[src/rtl/alu_pkg.sv]
// Shared opcode and condition-mode encodings for the pipelined integer ALU.
package alu_pkg;

    localparam logic [3:0] OP_ADD  = 4'b0001;
    localparam logic [3:0] OP_NAND = 4'b0010;
    localparam logic [3:0] OP_SUB  = 4'b0011;

    localparam logic [1:0] CZ_ALWAYS = 2'b00;
    localparam logic [1:0] CZ_IF_Z   = 2'b01;
    localparam logic [1:0] CZ_IF_C   = 2'b10;
    localparam logic [1:0] CZ_ADC    = 2'b11;

    function automatic logic is_legal_op(input logic [3:0] op);
        return (op == OP_ADD) || (op == OP_NAND) || (op == OP_SUB);
    endfunction

endpackage

[src/rtl/alu_core.sv]
// Combinational ALU: decode, condition evaluation, add/sub/nand and flag/write-enable generation.
module alu_core
    import alu_pkg::*;
#(
    parameter int DATA_W = 16,
    parameter int PC_W   = 16
) (
    input  logic [3:0]        opcode,
    input  logic [1:0]        cz,
    input  logic              cmp,
    input  logic              carry_in,
    input  logic              zero_in,
    input  logic [DATA_W-1:0] opr1,
    input  logic [DATA_W-1:0] opr2,
    input  logic [PC_W-1:0]   pc,
    output logic [DATA_W-1:0] result,
    output logic [PC_W-1:0]   pc_next,
    output logic              exec,
    output logic              illegal,
    output logic              carry,
    output logic              zero,
    output logic              c_wr,
    output logic              z_wr
);

    logic [DATA_W:0] sum;
    logic            cond;
    logic            is_arith;
    logic            adc_cin;

    always_comb begin
        illegal  = !is_legal_op(opcode);
        is_arith = (opcode == OP_ADD) || (opcode == OP_SUB);

        case (cz)
            CZ_IF_Z: cond = zero_in;
            CZ_IF_C: cond = carry_in;
            default: cond = 1'b1;
        endcase
        exec = !illegal && cond;

        // carry-in only applies to ADD in ADC mode; SUB uses two's complement with bit DATA_W = no borrow
        adc_cin = (opcode == OP_ADD) && (cz == CZ_ADC) && carry_in;
        if (opcode == OP_SUB)
            sum = {1'b0, opr1} + {1'b0, ~opr2} + (DATA_W+1)'(1);
        else
            sum = {1'b0, opr1} + {1'b0, opr2} + (DATA_W+1)'(adc_cin);

        result = '0;
        carry  = 1'b0;
        if (exec) begin
            result = (opcode == OP_NAND) ? ~(opr1 & opr2) : sum[DATA_W-1:0];
            carry  = is_arith && sum[DATA_W];
        end
        zero    = exec && (result == '0);
        z_wr    = exec && cmp;
        c_wr    = exec && cmp && is_arith;
        pc_next = pc + PC_W'(1);
    end

endmodule

[src/rtl/alu_pipe_gen.sv]
// Two-stage pipelined ALU: S1 holds the issued instruction, S2 holds the computed result for the CDB.
module alu_pipe_gen
    import alu_pkg::*;
#(
    parameter int DATA_W = 16,
    parameter int PC_W   = 16,
    parameter int TAG_W  = 5
) (
    input  logic              clk,
    input  logic              rst,
    input  logic              in_valid,
    output logic              in_ready,
    input  logic [PC_W-1:0]   pc_in,
    input  logic [3:0]        opcode_in,
    input  logic [DATA_W-1:0] opr1_in,
    input  logic [DATA_W-1:0] opr2_in,
    input  logic [TAG_W-1:0]  rrf_dest_in,
    input  logic [1:0]        cz_in,
    input  logic              cmp_in,
    input  logic              carry_in,
    input  logic              zero_in,
    input  logic              flush,
    output logic              out_valid,
    input  logic              out_ready,
    output logic [PC_W-1:0]   pc_out,
    output logic [3:0]        opcode_out,
    output logic [TAG_W-1:0]  rrf_dest_out,
    output logic [DATA_W-1:0] result,
    output logic [PC_W-1:0]   pc_next,
    output logic              exec_out,
    output logic              illegal_out,
    output logic              carry_out,
    output logic              zero_out,
    output logic              c_wr,
    output logic              z_wr
);

    typedef struct packed {
        logic [PC_W-1:0]   pc;
        logic [3:0]        opcode;
        logic [DATA_W-1:0] opr1;
        logic [DATA_W-1:0] opr2;
        logic [TAG_W-1:0]  tag;
        logic [1:0]        cz;
        logic              cmp;
        logic              cin;
        logic              zin;
    } s1_t;

    typedef struct packed {
        logic [PC_W-1:0]   pc;
        logic [3:0]        opcode;
        logic [TAG_W-1:0]  tag;
        logic [DATA_W-1:0] result;
        logic [PC_W-1:0]   pc_next;
        logic              exec;
        logic              illegal;
        logic              carry;
        logic              zero;
        logic              c_wr;
        logic              z_wr;
    } s2_t;

    s1_t  s1_q, s1_d;
    s2_t  s2_q, s2_d;
    logic s1_valid_q, s1_valid_d;
    logic s2_valid_q, s2_valid_d;
    logic rdy_q, rdy_d;
    logic s2_adv, accept;

    logic [DATA_W-1:0] core_result;
    logic [PC_W-1:0]   core_pc_next;
    logic core_exec, core_illegal, core_carry, core_zero, core_c_wr, core_z_wr;

    alu_core #(.DATA_W(DATA_W), .PC_W(PC_W)) u_core (
        .opcode   (s1_q.opcode),
        .cz       (s1_q.cz),
        .cmp      (s1_q.cmp),
        .carry_in (s1_q.cin),
        .zero_in  (s1_q.zin),
        .opr1     (s1_q.opr1),
        .opr2     (s1_q.opr2),
        .pc       (s1_q.pc),
        .result   (core_result),
        .pc_next  (core_pc_next),
        .exec     (core_exec),
        .illegal  (core_illegal),
        .carry    (core_carry),
        .zero     (core_zero),
        .c_wr     (core_c_wr),
        .z_wr     (core_z_wr)
    );

    always_comb begin
        // rdy_q keeps in_ready low from reset until the first clock edge after release
        rdy_d    = 1'b1;
        s2_adv   = !s2_valid_q || out_ready;
        in_ready = rdy_q && (!s1_valid_q || s2_adv);
        accept   = in_valid && in_ready && !flush;

        s1_valid_d = s1_valid_q;
        s1_d       = s1_q;
        s2_valid_d = s2_valid_q;
        s2_d       = s2_q;

        if (flush) begin
            s1_valid_d = 1'b0;
            s2_valid_d = 1'b0;
        end else begin
            if (s2_adv) begin
                s2_valid_d = s1_valid_q;
                s2_d = '{pc: s1_q.pc, opcode: s1_q.opcode, tag: s1_q.tag,
                         result: core_result, pc_next: core_pc_next,
                         exec: core_exec, illegal: core_illegal,
                         carry: core_carry, zero: core_zero,
                         c_wr: core_c_wr, z_wr: core_z_wr};
            end
            if (!s1_valid_q || s2_adv) begin
                s1_valid_d = accept;
                s1_d = '{pc: pc_in, opcode: opcode_in, opr1: opr1_in, opr2: opr2_in,
                         tag: rrf_dest_in, cz: cz_in, cmp: cmp_in,
                         cin: carry_in, zin: zero_in};
            end
        end
    end

    always_ff @(posedge clk or negedge rst) begin
        if (!rst) begin
            rdy_q      <= 1'b0;
            s1_valid_q <= 1'b0;
            s2_valid_q <= 1'b0;
            s1_q       <= '0;
            s2_q       <= '0;
        end else begin
            rdy_q      <= rdy_d;
            s1_valid_q <= s1_valid_d;
            s2_valid_q <= s2_valid_d;
            s1_q       <= s1_d;
            s2_q       <= s2_d;
        end
    end

    assign out_valid    = s2_valid_q;
    assign pc_out       = s2_q.pc;
    assign opcode_out   = s2_q.opcode;
    assign rrf_dest_out = s2_q.tag;
    assign result       = s2_q.result;
    assign pc_next      = s2_q.pc_next;
    assign exec_out     = s2_q.exec;
    assign illegal_out  = s2_q.illegal;
    assign carry_out    = s2_q.carry;
    assign zero_out     = s2_q.zero;
    assign c_wr         = s2_q.c_wr;
    assign z_wr         = s2_q.z_wr;

endmodule

[config.mk]
export PLATFORM = sky130hd
export DESIGN_NAME = alu_pipe_gen
export DESIGN_NICKNAME = d
export VERILOG_FILES = /design/src/rtl/alu_pkg.sv /design/src/rtl/alu_core.sv /design/src/rtl/alu_pipe_gen.sv
export SDC_FILE = /design/constraint.sdc
export NUM_CORES = 1
export LEC_CHECK = 0
export ABC_AREA = 1
export BUFFER_PORTS_ARGS = -buffer_cell sky130_fd_sc_hd__buf_2
export CAP_MARGIN = 10
export CELL_PAD_IN_SITES_DETAIL_PLACEMENT = 0
export CELL_PAD_IN_SITES_GLOBAL_PLACEMENT = 1
export CORE_ASPECT_RATIO = 0.7
export CORE_MARGIN = 4
export CORE_UTILIZATION = 37
export DETAILED_ROUTE_END_ITERATION = 10
export GPL_TIMING_DRIVEN = 0
export PLACE_DENSITY_LB_ADDON = 0.05
export SLEW_MARGIN = 20
export SYNTH_ARGS = -nofsm -noshare
export SYNTH_HDL_FRONTEND = slang
export SYNTH_SLANG_ARGS = --single-unit
export TNS_END_PERCENT = 1
[constraint.sdc]
create_clock -name clk -period 2.5 [get_ports clk]
set_input_delay 0.5 -clock clk [delete_from_list [all_inputs] [get_ports clk]]
set_output_delay 0.5 -clock clk [all_outputs]
set_load 0.01 [all_outputs]
==> qor.txt, run 1 <==
Status: finished with violations
Failing checks: negative setup slack
R2R Setup Slk: -0.22 ns
Fill count: 2030
Top-area cell type share of the netlist area: 0.4363
Worst hold stages: 2
Crit Reg-Reg Endpoint: zero_out$_DFFE_PN0P_
Starting density of the core: 0.3828
Seq cells post-synth: 128
R2R depth: 21
CTS tree: built
Pre-CTS WS: -0.4391 ns
Skew-Pair Late Insertion Delay: 0.43 ns
Final Setup Violations: 5
RD Place Congestion: 0.8643
Crit path cell chain: nor2_4 > nand2_4 > nor2_4 > nand3_2 > fa_2 > fa_2 > inv_2 > nand2_2 > nand2_4 > nand4_1 > nand2_1 > nand2_1 > nand3_2 > nand2_1 > nand2_1 > nand3_1 > nand2_2 > nand2_1 > nor2_1 > nand3_1 > nand2_1
Syn_area_per_cell: 7.515 um2
Min-delay src: flush
Largest net degree at the start of global routing: 91
Nets: 1239
Post-synthesis adder-cell area fraction: 0.06953
Total grt overflow: 0
DIE AREA: 22200 um2
Crit start category: flop
Largest family of logic cells by synthesized area: simple AND/OR/NAND/NOR gates
Flop pwr share: 0.359
Clock tree root driver cell: clkbuf_16
Cells after synthesis: 977
FF-to-FF Start: s1_q[44]$_DFFE_PN0P_
Setup TNS: -0.6780 ns
Mux contribution to synthesized area: 0.03681
CP arrival: 3.08 ns
Critical path's largest stage delay: 0.40 ns
Period minus WS final: 2.725 ns
Synth Area in XOR/XNOR: 0.002386
Top FF cell, synth: dfrtp_1
Sw Share: 0.3388
EDFF count, synth: 0
Critical Path Stages: 21
First-pass GRT wire length: 37630 um
Layout cells sized above 1: 0.2051
Post-synth ARST share: 1.000
Cell taking the most area after synthesis: dfrtp_1
Synth Area in Simple Gates: 0.2694
Req. time, crit path: 2.86 ns
TritonCTS Sinks: 128
GRT Total Usage: 0.2188
Clock Skews: 0.01651 ns
Vias per std cell: 4.794
# DRC: 0
H-tree levels: 4
Clk slew on worst S/H paths: 0.06 ns
Post-synth net total: 1083
Antenna Diode Count: 0
I/O pin total: 132
Drt pass-1 iters: 5
Slew Limit Fails: 0
FMAX: 0.3670 GHz
CP Max Fanout: 4
Slowest-stage cell, CP: dfrtp_1
Clk network pwr share: 0.385
Most frequent cells in the layout: nand2_1 (294), buf_2 (139), dfrtp_1 (128)
Height of the die: 125.9 um
Vias in the first global route: 6728
Leakage: 4.905 nW
Worst hold path type: in -> reg
Int Power: 0.004492 W
Register Area: 3203 um2
Routed Antenna Nets: 0
Routed len/inst: 17.12 um
Final Cycle Share: 1.090
Worst Hold Path EP: s1_valid_q$_DFFE_PN0P_
Seq/Total Area, Yosys: 0.4363
Footprint of the multi-input gates: 3616 um2
CP Class: reg -> reg
Power Density: 746.2 nW/um2
Combinational power share: 0.255
Layout area overhead: 23.99%
Area contributors post-synth: dfrtp_1 (44%), nand2_1 (16%), ha_1 (6.1%)
Compound-Gate Fraction of Synth Area: 0.1014
Initial antenna violation count: 0
Final Hold Fails: 0
WP buf/inv: 1
Post-Route WL: 24140 um
Netlist cell types: 37
Chip width: 176.4 um
VDD IR max: 446.6 uV
Top Family by Delay on Critical Path: simple AND/OR/NAND/NOR gates
CTS buffer count: 17
Commonest non-fill, non-tap cell in the layout: nand2_1
DR iter-0 viols: 520
Synth Cell Area: 7342 um2
Hpwl dp: 18410 um
I/O Buffers: 131
FP Rows: 42
Setup ws final: -0.2247 ns
YS warnings: 0
Via count: 6760
Core Box Area: 19180 um2
Most used cell, CP: nand2_1
CP Capture Type: flop
Max-cap viol count: 0
P_sw: 0.002302 W
Slew @ Worst Pin: 0.8939 ns
Max clock buf depth: 2
Slew HR: 0.4041
RSZ-0062 raised after global routing: true
==> per-layer routing <==
metal,GRT usage,vias to the layer above,share of wire
met5,0,-,0
met1,0.3428,3148,0.53
met4,0.05275,0,0.011
met3,0.04554,17,0.058
met2,0.3068,182,0.41
li1,-,3413,-
==> power by group through the flow <==
stage	clock (W)	combinational, W	sequential [W]
global placement	0	0.00167	0.00247
floorplan	0	0.00102	0.00250
finish	0.00262	0.00174	0.00244
CTS	0.00266	0.00172	0.00244
global route	0.00276	0.00196	0.00247
detailed placement	0	0.00169	0.00247
==> cells in the mapped netlist (4+ instances only) <==
master and number:
nand3_1 62, nand2_1 304, dfrtp_1 128, nor2_1 99, inv_1 119, buf_2 9
o31ai_1 6, nor3_1 8, clkbuf_1 22, o211ai_1 4, nand4_1 8, ha_1 36
a21oi_1 72, o21ai_0 40, mux2_2 24
==> worst max-delay path by stage <==
stage	from	to	slack (ns)
3_3_place_gp	rst	s1_q[14]$_DFFE_PN0P_	-0.98
2_1_floorplan	s1_q[44]$_DFFE_PN0P_	zero_out$_DFFE_PN0P_	-0.03
6_report	s1_q[44]$_DFFE_PN0P_	zero_out$_DFFE_PN0P_	-0.22
4_1_cts	s1_q[45]$_DFFE_PN0P_	zero_out$_DFFE_PN0P_	-0.31
5_1_grt	s1_q[44]$_DFFE_PN0P_	zero_out$_DFFE_PN0P_	-0.41
3_5_place_dp	s1_q[44]$_DFFE_PN0P_	zero_out$_DFFE_PN0P_	-0.44
==> flip-flops by register name (all words and copies together) (netlist names), 4 cells and up <==
register      count
s1_q             62
pc_out           16
opcode_out        4
rrf_dest_out      5
pc_next          16
result           16
==> per-stage QoR <==
step / power, W / cell area [um2] / std cells / hold WS, ns / utilization
3_3_place_gp: 0.004145 / 8338 / 1372 / 0.4480 / 0.4347
6_report: 0.006794 / 9104 / 1410 / 0.2553 / 0.4746
3_5_place_dp: 0.004160 / 8376 / 1373 / 0.4118 / 0.4367
5_1_grt: 0.007189 / 9104 / 1410 / 0.2538 / 0.4746
4_1_cts: 0.006830 / 9065 / 1409 / 0.2388 / 0.4726
2_1_floorplan: 0.003525 / 7352 / 977 / 0.2044 / -
==> logic make-up after synthesis <==
logic type,after synthesis
muxes,24
and+or+nand+nor,490
other,1
adders and majority gates,39
xor gates and xnor gates,2
AOI/OAI and AO/OA,136
DFF,128
buffers and inverters,157
==> cell type report <==
type,instances,area share
timing repair buffer,137,0.08054
buffer,38,0.01842
clock inverter,14,0.01952
clock buffer,18,0.04714
multi-input combinational,692,0.3972
tap,264,0.03628
sequential,128,0.3518
inverter,119,0.04907
==> what timing repair did <==
action,CTS,global route
setup buffers,3,1
hold buffers,1,0
gates resized for setup,16,11
endpoints found under the setup margin,9,16
endpoints found under the hold margin,38,0
pin swaps,10,4
Note: power is estimated with default switching activity, not from simulation.
==> inputs of run 2 (changes only) <==
- CORE_UTILIZATION: 37 -> 41
- clock period: 2.5 -> 3.12 ns (I/O delays scaled with it)
==> qor.txt, run 2 (synthesized netlist as in run 1, its figures left out) <==
CP startpoint: s1_q[44]$_DFFE_PN0P_
Design area: 9069 um2 (-0.38%)
Crit start category: flop
Slew Limit Fails: 0 (unchanged)
Most frequent cells in the layout: nand2_1 (298), buf_2 (139), dfrtp_1 (128)
Total grt overflow: 0 (unchanged)
Max-cap viol count: 0 (unchanged)
CP Capture Type: flop
Layout area overhead: 23.52%
Vias in the first global route: 6519 (-3.1%)
FF-to-FF Start: s1_q[44]$_DFFE_PN0P_
Drt pass-1 iters: 5 (unchanged)
Largest net degree at the start of global routing: 92 (+1.1%)
CTS tree: built
Max clock buf depth: 2 (unchanged)
Final Cycle Share: 0.9227 (-0.1672)
Chip width: 167.9 um (-4.8%)
Clk slew on worst S/H paths: 0.07 ns (about the same)
Largest register FFs: 62 (unchanged)
Fill count: 1789 (-12%)
Period minus WS final: 2.879 ns (+0.1542 ns)
Largest reg by FF count: s1_q
CP Max Fanout: 4 (unchanged)
Core Box Area: 17370 um2 (-9.5%)
Hold buffer count at CTS: 0 (-1)
Power Density: 601.4 nW/um2 (-19%)
Layout cells sized above 1: 0.2014 (-0.003666)
Initial antenna violation count: 0 (unchanged)
I/O Buffers: 131 (unchanged)
Clock tree root driver cell: clkbuf_16
Hpwl dp: 17490 um (-5.0%)
Skew-Pair Late Insertion Delay: 0.42 ns (about the same)
Slew HR: 0.3255 (-0.07855)
CP arrival: 3.23 ns (+0.15 ns)
FP Rows: 40 (-4.8%)
I/O pin total: 132 (unchanged)
CTS buffer count: 17 (unchanged)
R2R depth: 21 (unchanged)
Crit Reg-Reg Endpoint: zero_out$_DFFE_PN0P_
R2R Setup Slk: 0.24 ns (+0.47 ns)
Vias per std cell: 4.969 (+3.6%)
Hold WS: 0.06820 ns (-0.1871 ns)
Setup TNS: 0 ns (+0.6780 ns)
Height of the die: 120.0 um (-4.7%)
Req. time, crit path: 3.48 ns (+0.62 ns)
DIE AREA: 20150 um2 (-9.2%)
Starting density of the core: 0.4228 (+0.03999)
Leakage: 4.905 nW (about the same)
VDD IR max: 295.8 uV (-34%)
Nets: 1240 (+0.081%)
DR iter-0 viols: 613 (+18%)
CP Class: reg -> reg
Final Setup Violations: 0 (-5)
Slew @ Worst Pin: 1.012 ns (+0.1178 ns)
Via count: 6847 (+1.3%)
GRT Total Usage: 0.2327 (+0.01391)
FMAX: 0.3474 GHz (-5.4%)
Status: finished clean
Worst hold path type: in -> async
Post-Route WL: 22970 um (-4.9%)
Routed len/inst: 16.67 um (-2.7%)
DP Area: 8324 um2 (-0.61%)
Final Hold Fails: 0 (unchanged)
Antenna Diode Count: 0 (unchanged)
Clock Skews: 0.01567 ns (-0.0008315 ns)
First-pass GRT wire length: 36450 um (-3.1%)
RD Place Congestion: 0.8865 (+2.6%)
Routed Antenna Nets: 0 (unchanged)
H-tree levels: 4 (unchanged)
# DRC: 0 (unchanged)
TritonCTS Sinks: 128 (unchanged)
Commonest non-fill, non-tap cell in the layout: nand2_1
-- run 2: cell types whose count changed in the layout (fill, tap and decap cells not counted), moves of 2 or more --
cell	before	now
o21ai_0	36	40
nand2_1	294	298
clkinvlp_4	0	3
buf_4	7	9
o21ai_1	4	0
nand2_2	9	5
clkinv_2	3	0
-- run 2: layer usage --
layer	vias to the layer above	wire, um	GRT usage
met2	175	9510	0.3250
met1	3227	12020	0.3724
met5	-	0	0
met4	0	223	0.05778
met3	13	1217	0.03490
li1	3432	-	-
-- run 2: cell type report --
type / count / area [um2] / area share
multi-input combinational: 692 / 3602 / 0.3972
sequential: 128 / 3203 / 0.3532
timing repair buffer: 138 / 738.2 / 0.08140
inverter: 119 / 446.7 / 0.04925
clock buffer: 17 / 425.4 / 0.04691
tap: 231 / 289.0 / 0.03187
clock inverter: 15 / 196.4 / 0.02166
buffer: 38 / 167.7 / 0.01849
-- run 2: worst max-delay path by stage --
| stage | end | slack, ns |
|---|---|---|
| finish | zero_out$_DFFE_PN0P_ | 0.24 |
| global route | zero_out$_DFFE_PN0P_ | -0.02 |
| CTS | zero_out$_DFFE_PN0P_ | 0.01 |
| detailed placement | zero_out$_DFFE_PN0P_ | -0.07 |
| global placement | s1_q[30]$_DFFE_PN0P_ | -0.41 |
| floorplan | zero_out$_DFFE_PN0P_ | 0.46 |
-- run 2: where the power goes --
group          switching (W)  leakage [nW]  internal [W]  total [W]
registers           0.000119          1.52       0.00183    0.00195
clock network       0.000845         0.295       0.00128    0.00213
logic               0.000881          3.09      0.000492    0.00137
-- run 2: through the flow --
step / power [W] / instances / utilization / worst slack [ns]
2_1_floorplan: 0.002822 / 977 / - / 0.4600
3_3_place_gp: 0.003304 / 1339 / 0.4772 / -0.4130
3_5_place_dp: 0.003316 / 1340 / 0.4793 / -0.06814
4_1_cts: 0.005451 / 1372 / 0.5154 / 0.01490
5_1_grt: 0.005778 / 1378 / 0.5222 / -0.01658
6_report: 0.005454 / 1378 / 0.5222 / 0.2412
-- run 2: critical path, cell delays in order, from the launching register on --
cell and delay (ns):
dfrtp_1 0.41, nor2_4 0.15, nand2_4 0.06, nor2_4 0.08, nand3_2 0.09, fa_2 0.42, fa_2 0.38, inv_2 0.06
nand2_2 0.07, nand2_4 0.11, nand3_1 0.09, nand3_1 0.10, nand3_1 0.10, nand2_1 0.09, nand2_1 0.06, nor2_2 0.12
nand2_1 0.05, inv_1 0.04, nand2_1 0.09, nor2_1 0.11, nand3_1 0.07, nand2_1 0.06
-- run 2: repair_timing --
action | in CTS | in global routing
endpoints found under the setup margin | 3 | 5
endpoints found under the hold margin | 0 | 0
pin swaps | 0 | 7
buffers inserted | 0 | 6
gates resized for setup | 2 | 19
==> inputs of run 3 (changes only) <==
- ABC_AREA: 1 -> not set
- CORE_UTILIZATION: 41 -> 43
- SETUP_SLACK_MARGIN: not set -> 0.05
==> qor.txt, run 3 <==
Post-synth ARST share: 1.000 (unchanged)
Largest net degree at the start of global routing: 101 (+9.8%)
Status: finished with violations
Clock Skews: 0.01321 ns (-0.002462 ns)
Layout cells sized above 1: 0.2781 (+0.07669)
Leakage: 4.174 nW (-15%)
DP Cell Count: 1099 (-18%)
Via count: 6133 (-10%)
Setup ws final: -0.5206 ns (-0.7617 ns)
Seq/Total Area, Yosys: 0.4545 (+0.01820)
Core Box Area: 15790 um2 (-9.1%)
Post-route non-filler standard cell count: 1137 (-17%)
Routed Antenna Nets: 0 (unchanged)
Vias in the first global route: 6001 (-7.9%)
# DRC: 0 (unchanged)
First-pass GRT wire length: 33260 um (-8.8%)
Nets: 1010 (-19%)
Period minus WS final: 3.641 ns (+0.7617 ns)
Top Family by Delay on Critical Path: simple AND/OR/NAND/NOR gates
Post-synth net total: 853 (-21%)
I/O Buffers: 131 (unchanged)
Synth Cell Area: 7048 um2 (-4.0%)
CTS tree: built
DIE AREA: 18540 um2 (-8.0%)
Total power after layout: 0.005449 W (about the same)
H-tree levels: 4 (unchanged)
CP arrival: 4.00 ns (+0.77 ns)
WP buf/inv: 0 (-2)
Skew-Pair Late Insertion Delay: 0.43 ns (about the same)
Syn_area_per_cell: 9.435 um2 (+26%)
Chip width: 161.0 um (-4.1%)
Netlist cell types: 70 (+89%)
FF-to-FF Start: s1_q[4]$_DFFE_PN0P_
GRT Total Usage: 0.2305 (-0.002238)
Starting density of the core: 0.4465 (+0.02373)
Max-cap viol count: 0 (unchanged)
Layout area overhead: 25.35%
Seq cells post-synth: 128 (unchanged)
Max clock buf depth: 2 (unchanged)
Crit path cell chain: ha_1 > nand2_1 > or3_4 > fa_2 > fa_2 > nor2_4 > o221ai_4 > and3_1 > or3_4 > a31oi_4 > a21oi_2 > a2111oi_4 > and4b_1 > and2_1 > a32o_1
TritonCTS Sinks: 128 (unchanged)
Initial antenna violation count: 0 (unchanged)
Cell taking the most area after synthesis: dfrtp_1
Total grt overflow: 0 (unchanged)
Final Hold Fails: 0 (unchanged)
Post-Route WL: 21160 um (-7.9%)
Clock tree root driver cell: clkbuf_16
EDFF count, synth: 0 (unchanged)
Failing checks: negative setup slack
CP Max Fanout: 4 (unchanged)
Clk slew on worst S/H paths: 0.07 ns (about the same)
Drt pass-1 iters: 7 (+2)
DR iter-0 viols: 442 (-28%)
DP Area: 8051 um2 (-3.3%)
Count leader, synth: nand2_1
Top FF cell, synth: dfrtp_1
CP Class: reg -> reg
Largest reg by FF count: s1_q
YS warnings: 0 (unchanged)
I/O pin total: 132 (unchanged)
Cells after synthesis: 747 (-24%)
Slew HR: 0.3999 (+0.07433)
Slew @ Worst Pin: 0.9002 ns (-0.1115 ns)
FP Rows: 38 (-5.0%)
Hold buffer count at CTS: 0 (unchanged)
CP Capture Type: flop
RSZ-0062 raised after global routing: true
Vias per std cell: 5.394 (+8.6%)
Most frequent cells in the layout: nand2_1 (162), buf_2 (135), dfrtp_1 (125)
RD Place Congestion: 0.8599 (-3.0%)
Commonest non-fill, non-tap cell in the layout: nand2_1
Top-area cell type share of the netlist area: 0.4545 (+0.01820)
CTS buffer count: 17 (unchanged)
Final Setup Violations: 6 (+6)
Power Density: 616.8 nW/um2 (+2.6%)
VDD IR max: 280.4 uV (-5.2%)
Synth top cells by count: nand2_1 (163), dfrtp_1 (128), o21ai_0 (62), mux2_2 (43), nor2_1 (38)
Largest register FFs: 62 (unchanged)
Hold WS: 0.04259 ns (-0.02560 ns)
Hpwl dp: 15750 um (-10%)
Req. time, crit path: 3.48 ns (about the same)
Critical path's largest stage delay: 0.42 ns (about the same)
Area contributors post-synth: dfrtp_1 (45%), nand2_1 (8.7%), mux2_2 (6.9%)
Design area: 8835 um2 (-2.6%)
Slowest-stage cell, CP: fa_2
Worst hold path type: in -> async
FMAX: 0.2747 GHz (-21%)
Crit start category: flop
CP startpoint: s1_q[4]$_DFFE_PN0P_
Height of the die: 115.1 um (-4.0%)
Routed len/inst: 18.61 um (+12%)
Slew Limit Fails: 0 (unchanged)
Final Cycle Share: 1.167 (+0.2442)
Antenna Diode Count: 0 (unchanged)
[run 3: cell count changes in the layout (fill, tap and decap cells not counted), moves of 42 or more]
cell / before / now
a21oi_1: 72 / 17
inv_1: 118 / 29
nand2_1: 298 / 162
nand3_1: 56 / 14
nor2_1: 97 / 35
[run 3: area by class of cell]
cell class                      count  area, um2
Buffer                             41      175.2
Clock buffer                       17      425.4
Clock inverter                     15      198.9
Fill cell                        1472       6950
Inverter                           29      108.9
Multi-Input combinational cell    549       3706
Sequential cell                   128       3207
Tap cell                          220      275.3
Timing Repair Buffer              138      738.2
[run 3: metal layers]
| layer | part of all wire | vias up | track usage |
|---|---|---|---|
| li1 | - | 2909 | - |
| met1 | 0.51 | 2977 | 0.3583 |
| met2 | 0.40 | 223 | 0.3183 |
| met3 | 0.077 | 24 | 0.05840 |
| met4 | 0.016 | 0 | 0.06080 |
| met5 | 0 | - | 0 |
[run 3: where the power goes]
| part | internal [W] | switching, W | total, W |
|---|---|---|---|
| combinational | 0.000535 | 0.000794 | 0.00133 |
| clock | 0.00129 | 0.000856 | 0.00214 |
| sequential | 0.00184 | 0.000135 | 0.00198 |
| total | 0.00366 | 0.00178 | 0.00545 |
[run 3: final timing paths]
kind                                                end  slack [ns]  cells after the start
min in group clk                   s1_q[16]$_DFFE_PN0P_        0.40                      3
worst max-delay path               zero_out$_DFFE_PN0P_       -0.52                     15
worst min-delay path               s1_q[36]$_DFFE_PN0P_        0.04                      1
max in group asynchronous          s1_q[42]$_DFFE_PN0P_        2.29                      2
worst max register to register     zero_out$_DFFE_PN0P_       -0.52                     15
worst min register to register  illegal_out$_DFFE_PN0P_        0.47                      2
[run 3: cells by family (layout without fill, tap and decap cells)]
| kind of cell | count (synthesis) | count (layout) | share of synthesized area |
|---|---|---|---|
| compound gates | 150 | 150 | 0.1427 |
| xor+xnor | 22 | 22 | 0.02734 |
| fa+ha+maj | 39 | 39 | 0.07243 |
| buf+inv | 70 | 240 | 0.03941 |
| flops | 128 | 128 | 0.4545 |
| mux | 51 | 51 | 0.08006 |
| other cells | 1 | 1 | 0.0005321 |
| simple gates | 286 | 286 | 0.1830 |
[run 3: timing repair]
item | in CTS | in global routing
setup buffers | 6 | 0
pin swaps | 8 | 3
resized for setup | 9 | 15
setup endpoints to repair | 10 | 10
[run 3: per-stage QoR]
stage / setup TNS (ns) / setup WS (ns) / util
floorplan: -0.3424 / -0.3424 / -
global placement: -30.68 / -0.7876 / 0.5077
detailed placement: -3.183 / -0.8249 / 0.5101
CTS: -1.604 / -0.5672 / 0.5556
global route: -2.297 / -0.6782 / 0.5597
finish: -1.248 / -0.5206 / 0.5597
[run 3: worst reg2reg max path, cell delays in order, from the launching register on]
cell and delay (ns):
dfrtp_1 0.37, ha_1 0.15, nand2_1 0.06, or3_4 0.37, fa_2 0.37, fa_2 0.42, nor2_4 0.14, o221ai_4 0.14
and3_1 0.19, or3_4 0.34, a31oi_4 0.18, a21oi_2 0.10, a2111oi_4 0.24, and4b_1 0.23, and2_1 0.13, a32o_1 0.16
